### config.mk
export PLATFORM = sky130hd
export DESIGN_NAME = host_cnf_streamer
export DESIGN_NICKNAME = d
export VERILOG_FILES = /design/src/rtl/satswarmv2_pkg.sv /design/src/rtl/host_cnf_streamer.sv
export SDC_FILE = /design/constraint.sdc
export NUM_CORES = 1
export LEC_CHECK = 0
export BUFFER_PORTS_ARGS = -buffer_cell sky130_fd_sc_hd__buf_2
export CAP_MARGIN = 0
export CORE_MARGIN = 3
export CORE_UTILIZATION = 56
export DETAILED_ROUTE_END_ITERATION = 10
export HOLD_SLACK_MARGIN = 0.06
export PLACE_DENSITY = 0.8
export SYNTH_ARGS = -nofsm -noshare
export SYNTH_HDL_FRONTEND = slang
export SYNTH_SLANG_ARGS = --single-unit
### constraint.sdc
create_clock -name clk -period 3.4 [get_ports clk]
set_clock_uncertainty 0.2 [all_clocks]
set_input_delay 0.34 -clock clk [delete_from_list [all_inputs] [get_ports clk]]
set_output_delay 0.34 -clock clk [all_outputs]
set_load 0.005 [all_outputs]
### src/rtl/satswarmv2_pkg.sv
// Shared definitions for the SatSwarm host-side CNF streamer.
//   - FSM state encodings (3-bit localparam constants)
//   - stream_err_e: 2-bit error codes reported on err_code
package satswarmv2_pkg;

  typedef logic [2:0] streamer_state_e;

  localparam streamer_state_e ST_IDLE  = 3'd0;
  localparam streamer_state_e ST_LOAD  = 3'd1;
  localparam streamer_state_e ST_DRAIN = 3'd2;
  localparam streamer_state_e ST_GAP   = 3'd3;
  localparam streamer_state_e ST_START = 3'd4;
  localparam streamer_state_e ST_SOLVE = 3'd5;
  localparam streamer_state_e ST_DONE  = 3'd6;
  localparam streamer_state_e ST_ERROR = 3'd7;

  typedef enum logic [1:0] {
    ERR_NONE         = 2'd0,
    ERR_EMPTY_CLAUSE = 2'd1,
    ERR_UNTERMINATED = 2'd2,
    ERR_LIT_OVERFLOW = 2'd3
  } stream_err_e;

  // True for states in which a new run may be launched with cfg_go.
  function automatic logic is_idle_like(input streamer_state_e st);
    return (st == ST_IDLE) || (st == ST_DONE) || (st == ST_ERROR);
  endfunction

endpackage

### src/rtl/host_cnf_streamer.sv
// Host-side transmitter for the SatSwarm CNF load/control port.
// Converts a DIMACS-style token stream (nonzero literal, 0 = end of clause)
// into literal beats with an in-band clause_end flag, then pulses solve_start
// and waits for the solver to finish (or time out) and latches the outcome.
//
// Ports:
//   clk, rst                     clock, synchronous active-high reset
//   cfg_go, cfg_timeout          launch a run; solve-cycle limit (0 = none)
//   src_valid/literal/last/ready token input handshake
//   load_valid/literal/clause_end/ready   beat output to the solver
//   solve_start                  one-cycle start pulse
//   solve_done/sat/unsat         solver status levels
//   busy, result_valid, result_sat/unsat/timeout, err_code
//   clause_count, cycle_count    per-run statistics
//
// state    | meaning
// ---------+-----------------------------------------------------------
// IDLE     | after reset, waiting for cfg_go
// LOAD     | accepting tokens, emitting beats
// DRAIN    | last token processed, waiting for final beat to be taken
// GAP      | START_GAP idle cycles before the start pulse
// START    | solve_start high for one cycle
// SOLVE    | counting cycles, waiting for done or timeout
// DONE     | result latched, result_valid high
// ERROR    | stream error latched, result_valid high
module host_cnf_streamer
  import satswarmv2_pkg::*;
#(
  parameter int LIT_W     = 32,
  parameter int CNT_W     = 32,
  parameter int MAX_LITS  = 2048,
  parameter int START_GAP = 4
) (
  input  logic             clk,
  input  logic             rst,
  input  logic             cfg_go,
  input  logic [CNT_W-1:0] cfg_timeout,
  input  logic             src_valid,
  input  logic [LIT_W-1:0] src_literal,
  input  logic             src_last,
  output logic             src_ready,
  output logic             load_valid,
  output logic [LIT_W-1:0] load_literal,
  output logic             load_clause_end,
  input  logic             load_ready,
  output logic             solve_start,
  input  logic             solve_done,
  input  logic             solve_sat,
  input  logic             solve_unsat,
  output logic             busy,
  output logic             result_valid,
  output logic             result_sat,
  output logic             result_unsat,
  output logic             result_timeout,
  output logic [1:0]       err_code,
  output logic [CNT_W-1:0] clause_count,
  output logic [CNT_W-1:0] cycle_count
);

  localparam int GAP_W = (START_GAP > 2) ? $clog2(START_GAP) : 1;

  streamer_state_e  state_q, state_d;
  logic [GAP_W-1:0] gap_cnt_q, gap_cnt_d;

  logic             pend_valid_q, pend_valid_d;
  logic [LIT_W-1:0] pend_lit_q, pend_lit_d;
  logic             out_valid_q, out_valid_d;
  logic [LIT_W-1:0] out_lit_q, out_lit_d;
  logic             out_end_q, out_end_d;

  logic [CNT_W-1:0] timeout_q, timeout_d;
  logic [CNT_W-1:0] lit_count_q, lit_count_d;
  logic [CNT_W-1:0] clause_count_q, clause_count_d;
  logic [CNT_W-1:0] cycle_count_q, cycle_count_d;

  logic             res_sat_q, res_sat_d;
  logic             res_unsat_q, res_unsat_d;
  logic             res_timeout_q, res_timeout_d;
  stream_err_e      err_q, err_d;

  logic             out_free;
  logic             accept;
  logic             want_emit;
  logic             emit_end;
  logic             raise;
  stream_err_e      raise_code;

  assign out_free  = !out_valid_q || load_ready;
  assign src_ready = (state_q == ST_LOAD) && (!pend_valid_q || out_free);
  assign accept    = src_valid && src_ready;

  always_comb begin
    state_d        = state_q;
    gap_cnt_d      = gap_cnt_q;
    pend_valid_d   = pend_valid_q;
    pend_lit_d     = pend_lit_q;
    out_valid_d    = out_valid_q;
    out_lit_d      = out_lit_q;
    out_end_d      = out_end_q;
    timeout_d      = timeout_q;
    lit_count_d    = lit_count_q;
    clause_count_d = clause_count_q;
    cycle_count_d  = cycle_count_q;
    res_sat_d      = res_sat_q;
    res_unsat_d    = res_unsat_q;
    res_timeout_d  = res_timeout_q;
    err_d          = err_q;
    want_emit      = 1'b0;
    emit_end       = 1'b0;
    raise          = 1'b0;
    raise_code     = ERR_NONE;

    case (state_q)
      ST_IDLE, ST_DONE, ST_ERROR: begin
        if (cfg_go) begin
          state_d        = ST_LOAD;
          timeout_d      = cfg_timeout;
          pend_valid_d   = 1'b0;
          out_valid_d    = 1'b0;
          lit_count_d    = '0;
          clause_count_d = '0;
          cycle_count_d  = '0;
          res_sat_d      = 1'b0;
          res_unsat_d    = 1'b0;
          res_timeout_d  = 1'b0;
          err_d          = ERR_NONE;
        end
      end

      ST_LOAD: begin
        if (out_valid_q && load_ready) out_valid_d = 1'b0;
        if (accept) begin
          if (src_literal != '0) begin
            want_emit    = pend_valid_q;
            emit_end     = 1'b0;
            pend_lit_d   = src_literal;
            pend_valid_d = 1'b1;
          end else if (pend_valid_q) begin
            want_emit    = 1'b1;
            emit_end     = 1'b1;
            pend_valid_d = 1'b0;
          end else begin
            raise      = 1'b1;
            raise_code = ERR_EMPTY_CLAUSE;
          end

          // Only emit when the output register is free; src_ready already
          // guarantees that whenever a pending literal exists.
          if (want_emit) begin
            if (lit_count_q >= CNT_W'(MAX_LITS)) begin
              raise      = 1'b1;
              raise_code = ERR_LIT_OVERFLOW;
            end else begin
              out_valid_d = 1'b1;
              out_lit_d   = pend_lit_q;
              out_end_d   = emit_end;
              lit_count_d = lit_count_q + 1'b1;
              if (emit_end) clause_count_d = clause_count_q + 1'b1;
            end
          end

          if (!raise && src_last) begin
            if (pend_valid_d) begin
              raise      = 1'b1;
              raise_code = ERR_UNTERMINATED;
            end else begin
              state_d = ST_DRAIN;
            end
          end
        end

        // Any beat produced or still in flight is discarded on error.
        if (raise) begin
          state_d      = ST_ERROR;
          err_d        = raise_code;
          out_valid_d  = 1'b0;
          pend_valid_d = 1'b0;
        end
      end

      ST_DRAIN: begin
        if (out_valid_q && load_ready) out_valid_d = 1'b0;
        // The cycle that retires the final beat is not itself an idle cycle,
        // so GAP alone supplies all START_GAP idle cycles.
        if (!out_valid_d) begin
          if (START_GAP == 0) begin
            state_d = ST_START;
          end else begin
            state_d   = ST_GAP;
            gap_cnt_d = GAP_W'(START_GAP - 1);
          end
        end
      end

      ST_GAP: begin
        if (gap_cnt_q == '0) state_d = ST_START;
        else                 gap_cnt_d = gap_cnt_q - 1'b1;
      end

      ST_START: begin
        state_d = ST_SOLVE;
      end

      ST_SOLVE: begin
        cycle_count_d = cycle_count_q + 1'b1;
        if (solve_done) begin
          res_sat_d   = solve_sat;
          res_unsat_d = solve_unsat;
          state_d     = ST_DONE;
        end else if ((timeout_q != '0) && (cycle_count_d == timeout_q)) begin
          res_timeout_d = 1'b1;
          state_d       = ST_DONE;
        end
      end

      default: begin
        state_d = ST_IDLE;
      end
    endcase
  end

  always_ff @(posedge clk) begin
    if (rst) begin
      state_q        <= ST_IDLE;
      gap_cnt_q      <= '0;
      pend_valid_q   <= 1'b0;
      pend_lit_q     <= '0;
      out_valid_q    <= 1'b0;
      out_lit_q      <= '0;
      out_end_q      <= 1'b0;
      timeout_q      <= '0;
      lit_count_q    <= '0;
      clause_count_q <= '0;
      cycle_count_q  <= '0;
      res_sat_q      <= 1'b0;
      res_unsat_q    <= 1'b0;
      res_timeout_q  <= 1'b0;
      err_q          <= ERR_NONE;
    end else begin
      state_q        <= state_d;
      gap_cnt_q      <= gap_cnt_d;
      pend_valid_q   <= pend_valid_d;
      pend_lit_q     <= pend_lit_d;
      out_valid_q    <= out_valid_d;
      out_lit_q      <= out_lit_d;
      out_end_q      <= out_end_d;
      timeout_q      <= timeout_d;
      lit_count_q    <= lit_count_d;
      clause_count_q <= clause_count_d;
      cycle_count_q  <= cycle_count_d;
      res_sat_q      <= res_sat_d;
      res_unsat_q    <= res_unsat_d;
      res_timeout_q  <= res_timeout_d;
      err_q          <= err_d;
    end
  end

  assign load_valid      = out_valid_q;
  assign load_literal    = out_lit_q;
  assign load_clause_end = out_end_q;
  assign solve_start     = (state_q == ST_START);
  assign busy            = !is_idle_like(state_q);
  assign result_valid    = (state_q == ST_DONE) || (state_q == ST_ERROR);
  assign result_sat      = res_sat_q;
  assign result_unsat    = res_unsat_q;
  assign result_timeout  = res_timeout_q;
  assign err_code        = err_q;
  assign clause_count    = clause_count_q;
  assign cycle_count     = cycle_count_q;

endmodule

==> Word level (Yosys, flattened, before mapping) <==
Cells that the tools add are included.
{ "totals": {"ff_bits": 205, "latchBits": 0, "ramBits": 0, "romBits": 0, "inputBits": 73, "output_inout_bits": 107, "elab_cells": 153, "n_memories": 0} }
{ "op_classes": {"n_addsub": 4, "n_mul": 0, "div_mod_pow": 0, "order_cmp": 1, "n_eq_ne": 24, "n_shift": 0, "mux": 72, "bitwise_logic": 1, "n_reduce_logical": 36} }
{ "ops": {"columns": ["operator", "n"], "rows": [
  ["32-bit two-way mux", 8],
  ["32-bit one-hot mux with 2 select lines", 3],
  ["32-bit by 1-bit adder with 32-bit output (second input constant)", 3],
  ["32-bit nonzero test", 2],
  ["1-bit two-way mux", 35],
  ["32-bit == test", 1],
  ["32-bit by 12-bit greater-or-equal comparator with 1-bit output (second input constant)", 1],
  ["3-bit two-way mux", 9],
  ["2-bit two-way mux", 9],
  ["2-bit != test (second input constant)", 9],
  ["3-bit one-hot mux with 6 select lines", 1],
  ["3-bit AND reduction", 5],
  ["3-bit == test (second input constant)", 4],
  ["1-bit one-hot mux with 2 select lines", 4],
  ["2-bit one-hot mux with 2 select lines", 2],
  ["4-bit AND reduction", 2],
  ["7-bit AND reduction", 1],
  ["3-bit by 2-bit == test with 1-bit output (second input constant)", 2],
  ["2-bit by 1-bit != test with 1-bit output (second input constant)", 3],
  ["3-bit by 2-bit != test with 1-bit output (second input constant)", 2],
  ["2-bit AND reduction", 3],
  ["6-bit AND reduction", 1],
  ["2-bit nonzero test", 3],
  ["1-bit logical AND", 5],
  ["13 further kinds", 20]
]} }

==> Logic depth before layout (Yosys ltp) <==
{ "depth": {"ltp_word": 17, "depth_mapped": 10, "depth_no_buf": 10} }

==> Least setup slack after synthesis <==
OpenSTA, ideal clock, no wires.
{ "synth_path": {"kind": "reg-to-reg", "from": "register cycle_count_q[0] (netlist: cycle_count[0])", "to": "register state_q[1]", "setup_ns": 0.116, "arrival_time_ns": 2.753, "required_ns": 3.084, "slack_ns": 0.331, "stages_incl_launch_ff": 11, "path_buffers": 1, "period_less_slack_ns": 3.069, "path_cell_list": "dfxtp_1 ha_1 buf_4 nand3_2 or4_4 or3_1 and3_1 o21ai_1 a22oi_1 a311o_1 a31o_1"} }
{ "synth_via": {"elab_chain_cells": 5} }
{ "synth_lines": {"columns": ["item", "line_no", "text"], "rows": [
  ["start: declaration", "host_cnf_streamer.sv:74", "logic [CNT_W-1:0] cycle_count_q, cycle_count_d;"],
  ["start signal: assignment", "host_cnf_streamer.sv:250", "cycle_count_q <= cycle_count_d;"],
  ["32-bit by 1-bit adder with 32-bit output", "host_cnf_streamer.sv:205", "cycle_count_d = cycle_count_q + 1'b1;"],
  ["32-bit == test", "host_cnf_streamer.sv:210", "end else if ((timeout_q != '0) && (cycle_count_d == timeout_q)) begin"],
  ["1-bit logical AND", "host_cnf_streamer.sv:210", null],
  ["3-bit != test (no line)", null, null],
  ["7-bit AND reduction (no line)", null, null],
  ["end signal: assignment", "host_cnf_streamer.sv:240", "state_q <= state_d;"],
  ["end: declaration", "host_cnf_streamer.sv:62", "streamer_state_e state_q, state_d;"]
]} }
Every way passes these cells.
A chain may end at the register's enable or synchronous reset.

==> Worst setup path after layout <==
{ "layout_path": {"from": "input port src_literal[6]", "to": "register clause_count_q[27] (netlist: clause_count[27])"} }
{ "layout_via": {"elab_chain_cells": 6, "elab_cells_between_ends": 10} }
{ "layout_lines": {"columns": ["item", "line_no", "text"], "rows": [
  ["start: declaration", "host_cnf_streamer.sv:39", "input logic [LIT_W-1:0] src_literal,"],
  ["32-bit nonzero test *", "host_cnf_streamer.sv:133", "if (src_literal != '0) begin"],
  ["1-bit two-way mux", "host_cnf_streamer.sv:133", null],
  ["1-bit two-way mux", "host_cnf_streamer.sv:132", "if (accept) begin"],
  ["1-bit two-way mux", "host_cnf_streamer.sv:113", "case (state_q)"],
  ["2-bit by 1-bit != test with 1-bit output (no line)", null, null],
  ["6-bit AND reduction (no line) *", null, null],
  ["end signal: assignment", "host_cnf_streamer.sv:249", "clause_count_q <= clause_count_d;"],
  ["end: declaration", "host_cnf_streamer.sv:73", "logic [CNT_W-1:0] clause_count_q, clause_count_d;"]
]} }
Every way passes the cells marked *; elsewhere a longest branch is shown, timed or not. The select of a mux whose other input is x is not followed.

==> metrics <==
status finished clean; Hold Crit Start rst; maximum number of pins on one net before global-route repair 67; initial antenna violation count 1; Worst Setup End Kind flip-flop; CTS Buf Count 22; slowest cell on the critical path dlygate4sd3_1; DR DRC count 0; share of layout cells above drive strength 1 0.1814; final net count 1521; Die Ht 136.7 um; first-pass GRT wire length 44.88 mm; Ports 180; Final Core Density 0.7288; global route overflow 0; P_sw 2.076 mW; Tot GR Track Use 0.2922; Skew-Pair Late Insertion Delay 0.51 ns; Worst path max stage delay 0.55 ns; mean number of vias per cell 5.804; sw frac 0.3133; Slew @ Worst Pin 1.002 ns; Top delay family on crit path simple AND/OR/NAND/NOR gates; async set-or-reset flop fraction in the synthesized netlist 0; syn_area_per_cell 7.921 um2; Initial Util 0.5745; slew margin rel. 0.3318; post-layout min period 3.155 ns; Final ANT Viol Nets 0; Vias 9728; Critical Path Source Type primary input; CP dominant cell by count nor4_1; Leak 4.943 nW; reg2reg start cycle_count[0]; Synth Instances 1207; max-cap viol count 0; # rows 47; synthesized area 0.009560 mm2; Netlist cell types 65; Top FF cell, synth dfxtp_1; DRT Pass-1 Iters 5; worst setup margin 0.2454 ns; final WL 28.58 mm; crit path cell chain dlygate4sd3_1, buf_2, nor4_1, nand4_1, or2_2, o21ai_2, nand4b_1, nor4_1, xnor2_1, nor2_1; Reg power frac 0.410; Fin Setup TNS 0 ns; Area Growth Syn to Fin 26.87%; depth of the CTS H-tree 1; vias in the first global route 9224; power per cell area 546.2 mW/mm2; Routability Congestion 0.9685; Slew Viols, Final 0; root buf cell clkbuf_16; clock slew at reported path FFs 0.07 ns; clk sinks 205; Critical Path RT 3.56 ns; die area 0.01868 mm2; CP Buf/Inv Count 2; sequential share of the synthesized area 0.4293; Logic pwr share 0.220; synthesis-stage register bit count 205; core area 0.01664 mm2; worst hold path type primary input to flip-flop; largest fanout on the critical path 9; Tot Pwr 6.625 mW; initial DRC count 691; dpl hpwl 18.23 mm; CTS tree done; Max IR drop VDD 0.3703 mV; WL/cell 17.05 um; P_int 4.549 mW; Final Hold Viols 0; number of flops mapped to enable cells by yosys 0; Period Utilization, post-route 0.9278; # fillers 1244; endpoints failing setup 0; Die Wd 136.7 um; Yosys Warn Count 0; Data arrival, critical path 3.32 ns; pre-CTS setup slack 0.2590 ns; PortBufs 179; syn nets 1287; Worst setup startpoint src_literal[6]; clock network power share 0.370; crit path kind primary input to flip-flop; f_max 317.0 MHz; Clock Tree Buf Depth 3; RSZ-0062 raised after global routing false; Post-CTS Setup Repair Bufs 0
registers in the layout, indices dropped and copies added, names as in the netlist:
name / cells
timeout_q: 32
clause_count: 32
cycle_count: 32
load_valid: 1
gap_cnt_q: 2
pend_lit_q: 32
state_q: 3
err_code: 2
result_timeout: 1
result_unsat: 1
load_literal: 32
result_sat: 1
load_clause_end: 1
pend_valid_q: 1
lit_count_q: 32
worst reg2reg max path, cell delays in order (launching register included):
cell	delay, ns
dfxtp_1	0.33
ha_1	0.29
nand3_2	0.17
or4_4	0.61
or4_1	0.48
a21oi_1	0.16
o21ai_1	0.08
a22oi_1	0.27
a311o_1	0.31
a221oi_2	0.09
timing repair:
item	in CTS	in global routing
hold endpoints to repair	68	0
resized for setup	0	1
setup endpoints to repair	0	3
hold buffers	70	0
cell usage after synthesis (all sizes together), types with 4 or more instances:
library cell,instances,share of area
nand2,198,0.078
and4,7,0.0064
a211oi,7,0.0055
a31oi,7,0.0046
mux2i,34,0.036
inv,21,0.0082
a21oi,133,0.070
nand4,25,0.019
o21a,4,0.0031
nor4,42,0.030
a311oi,4,0.0037
or4,7,0.0059
and3,15,0.0098
a22oi,5,0.0039
nor3,30,0.016
nand3b,4,0.0031
xor2,25,0.023
ha,7,0.0092
nor2,152,0.060
nor4b,4,0.0037
dfxtp,205,0.43
nand3,47,0.026
o21ai,39,0.021
or3,15,0.0098
buf,16,0.0088
and2,13,0.0085
clkbuf,50,0.020
nand2b,7,0.0046
xnor2,47,0.043
power by group through the flow:
stage                     Sequential (mW)  Combinational [mW]  Clock, mW
final                                2.71                1.46       2.45
after global routing                 2.73                1.60       2.56
after CTS                            2.71                1.42       2.47
after detailed placement             2.76                1.34          0
after global placement               2.75                1.32          0
after floorplan                      2.70               0.972          0
placed cells by master (no fill, tap or decap), types with 13 or more instances in the layout:
master	count
buf_4	28
dlygate4sd3_1	70
and3_1	15
o21ai_0	36
clkbuf_16	22
nand2_1	197
inv_1	21
a21oi_1	132
or3_1	15
and2_1	13
xor2_1	25
nor2_1	151
buf_2	178
nand4_1	23
nor4_1	38
nand3_1	44
xnor2_1	47
dfxtp_1	205
mux2i_1	34
nor3_1	29
stage by stage:
| stage | hold slack (ns) | cells | instance area (um2) |
|---|---|---|---|
| 3_5_place_dp | 0.2421 | 1567 | 10680 |
| 6_report | 0.08835 | 1676 | 12130 |
| 5_1_grt | 0.1195 | 1675 | 12130 |
| 3_3_place_gp | 0.2368 | 1567 | 10680 |
| 2_1_floorplan | 0.2205 | 1207 | 9560 |
| 4_1_cts | 0.07173 | 1675 | 12120 |
routing by layer:
metal / routed length (um) / GRT usage / up-vias / part of all wire
li1: - / - / 4675 / -
met1: 11610 / 0.3537 / 4550 / 0.41
met2: 13690 / 0.4997 / 380 / 0.48
met3: 1730 / 0.04890 / 121 / 0.061
met4: 1538 / 0.1489 / 2 / 0.054
met5: 7 / 0 / - / 0.00024
layout make-up:
cell class	instances	area, um2	area share
diodes	1	2.502	0.0002063
clock buffers	30	630.6	0.05199
clock inverters	8	108.9	0.008975
inverters	22	82.58	0.006808
multi-input cells	914	5124	0.4224
flip-flops and latches	205	4104	0.3384
well taps	220	275.3	0.02269
repair buffers	276	1802	0.1485
cells by family (layout without fill, tap and decap cells):
logic type / after synthesis / count (layout) / share of synthesized area
AO/OA/AOI/OAI: 224 / 224 / 0.1341
XOR/XNOR: 72 / 72 / 0.06596
adder cells (fa/ha/maj): 7 / 7 / 0.009161
buffers and inverters: 88 / 336 / 0.03704
flip-flops: 205 / 205 / 0.4293
multiplexers: 35 / 35 / 0.03678
other: 0 / 1 / 0
AND/OR/NAND/NOR: 576 / 576 / 0.2877
final timing paths:
check | end | slack (ns) | depth (start not counted)
max | clause_count[27] | 0.25 | 10
min | cycle_count[30] | 0.09 | 2
max reg2reg | state_q[2] | 0.25 | 9
min reg2reg | load_literal[13] | 0.24 | 2
Power figures use the tool's default switching activity.
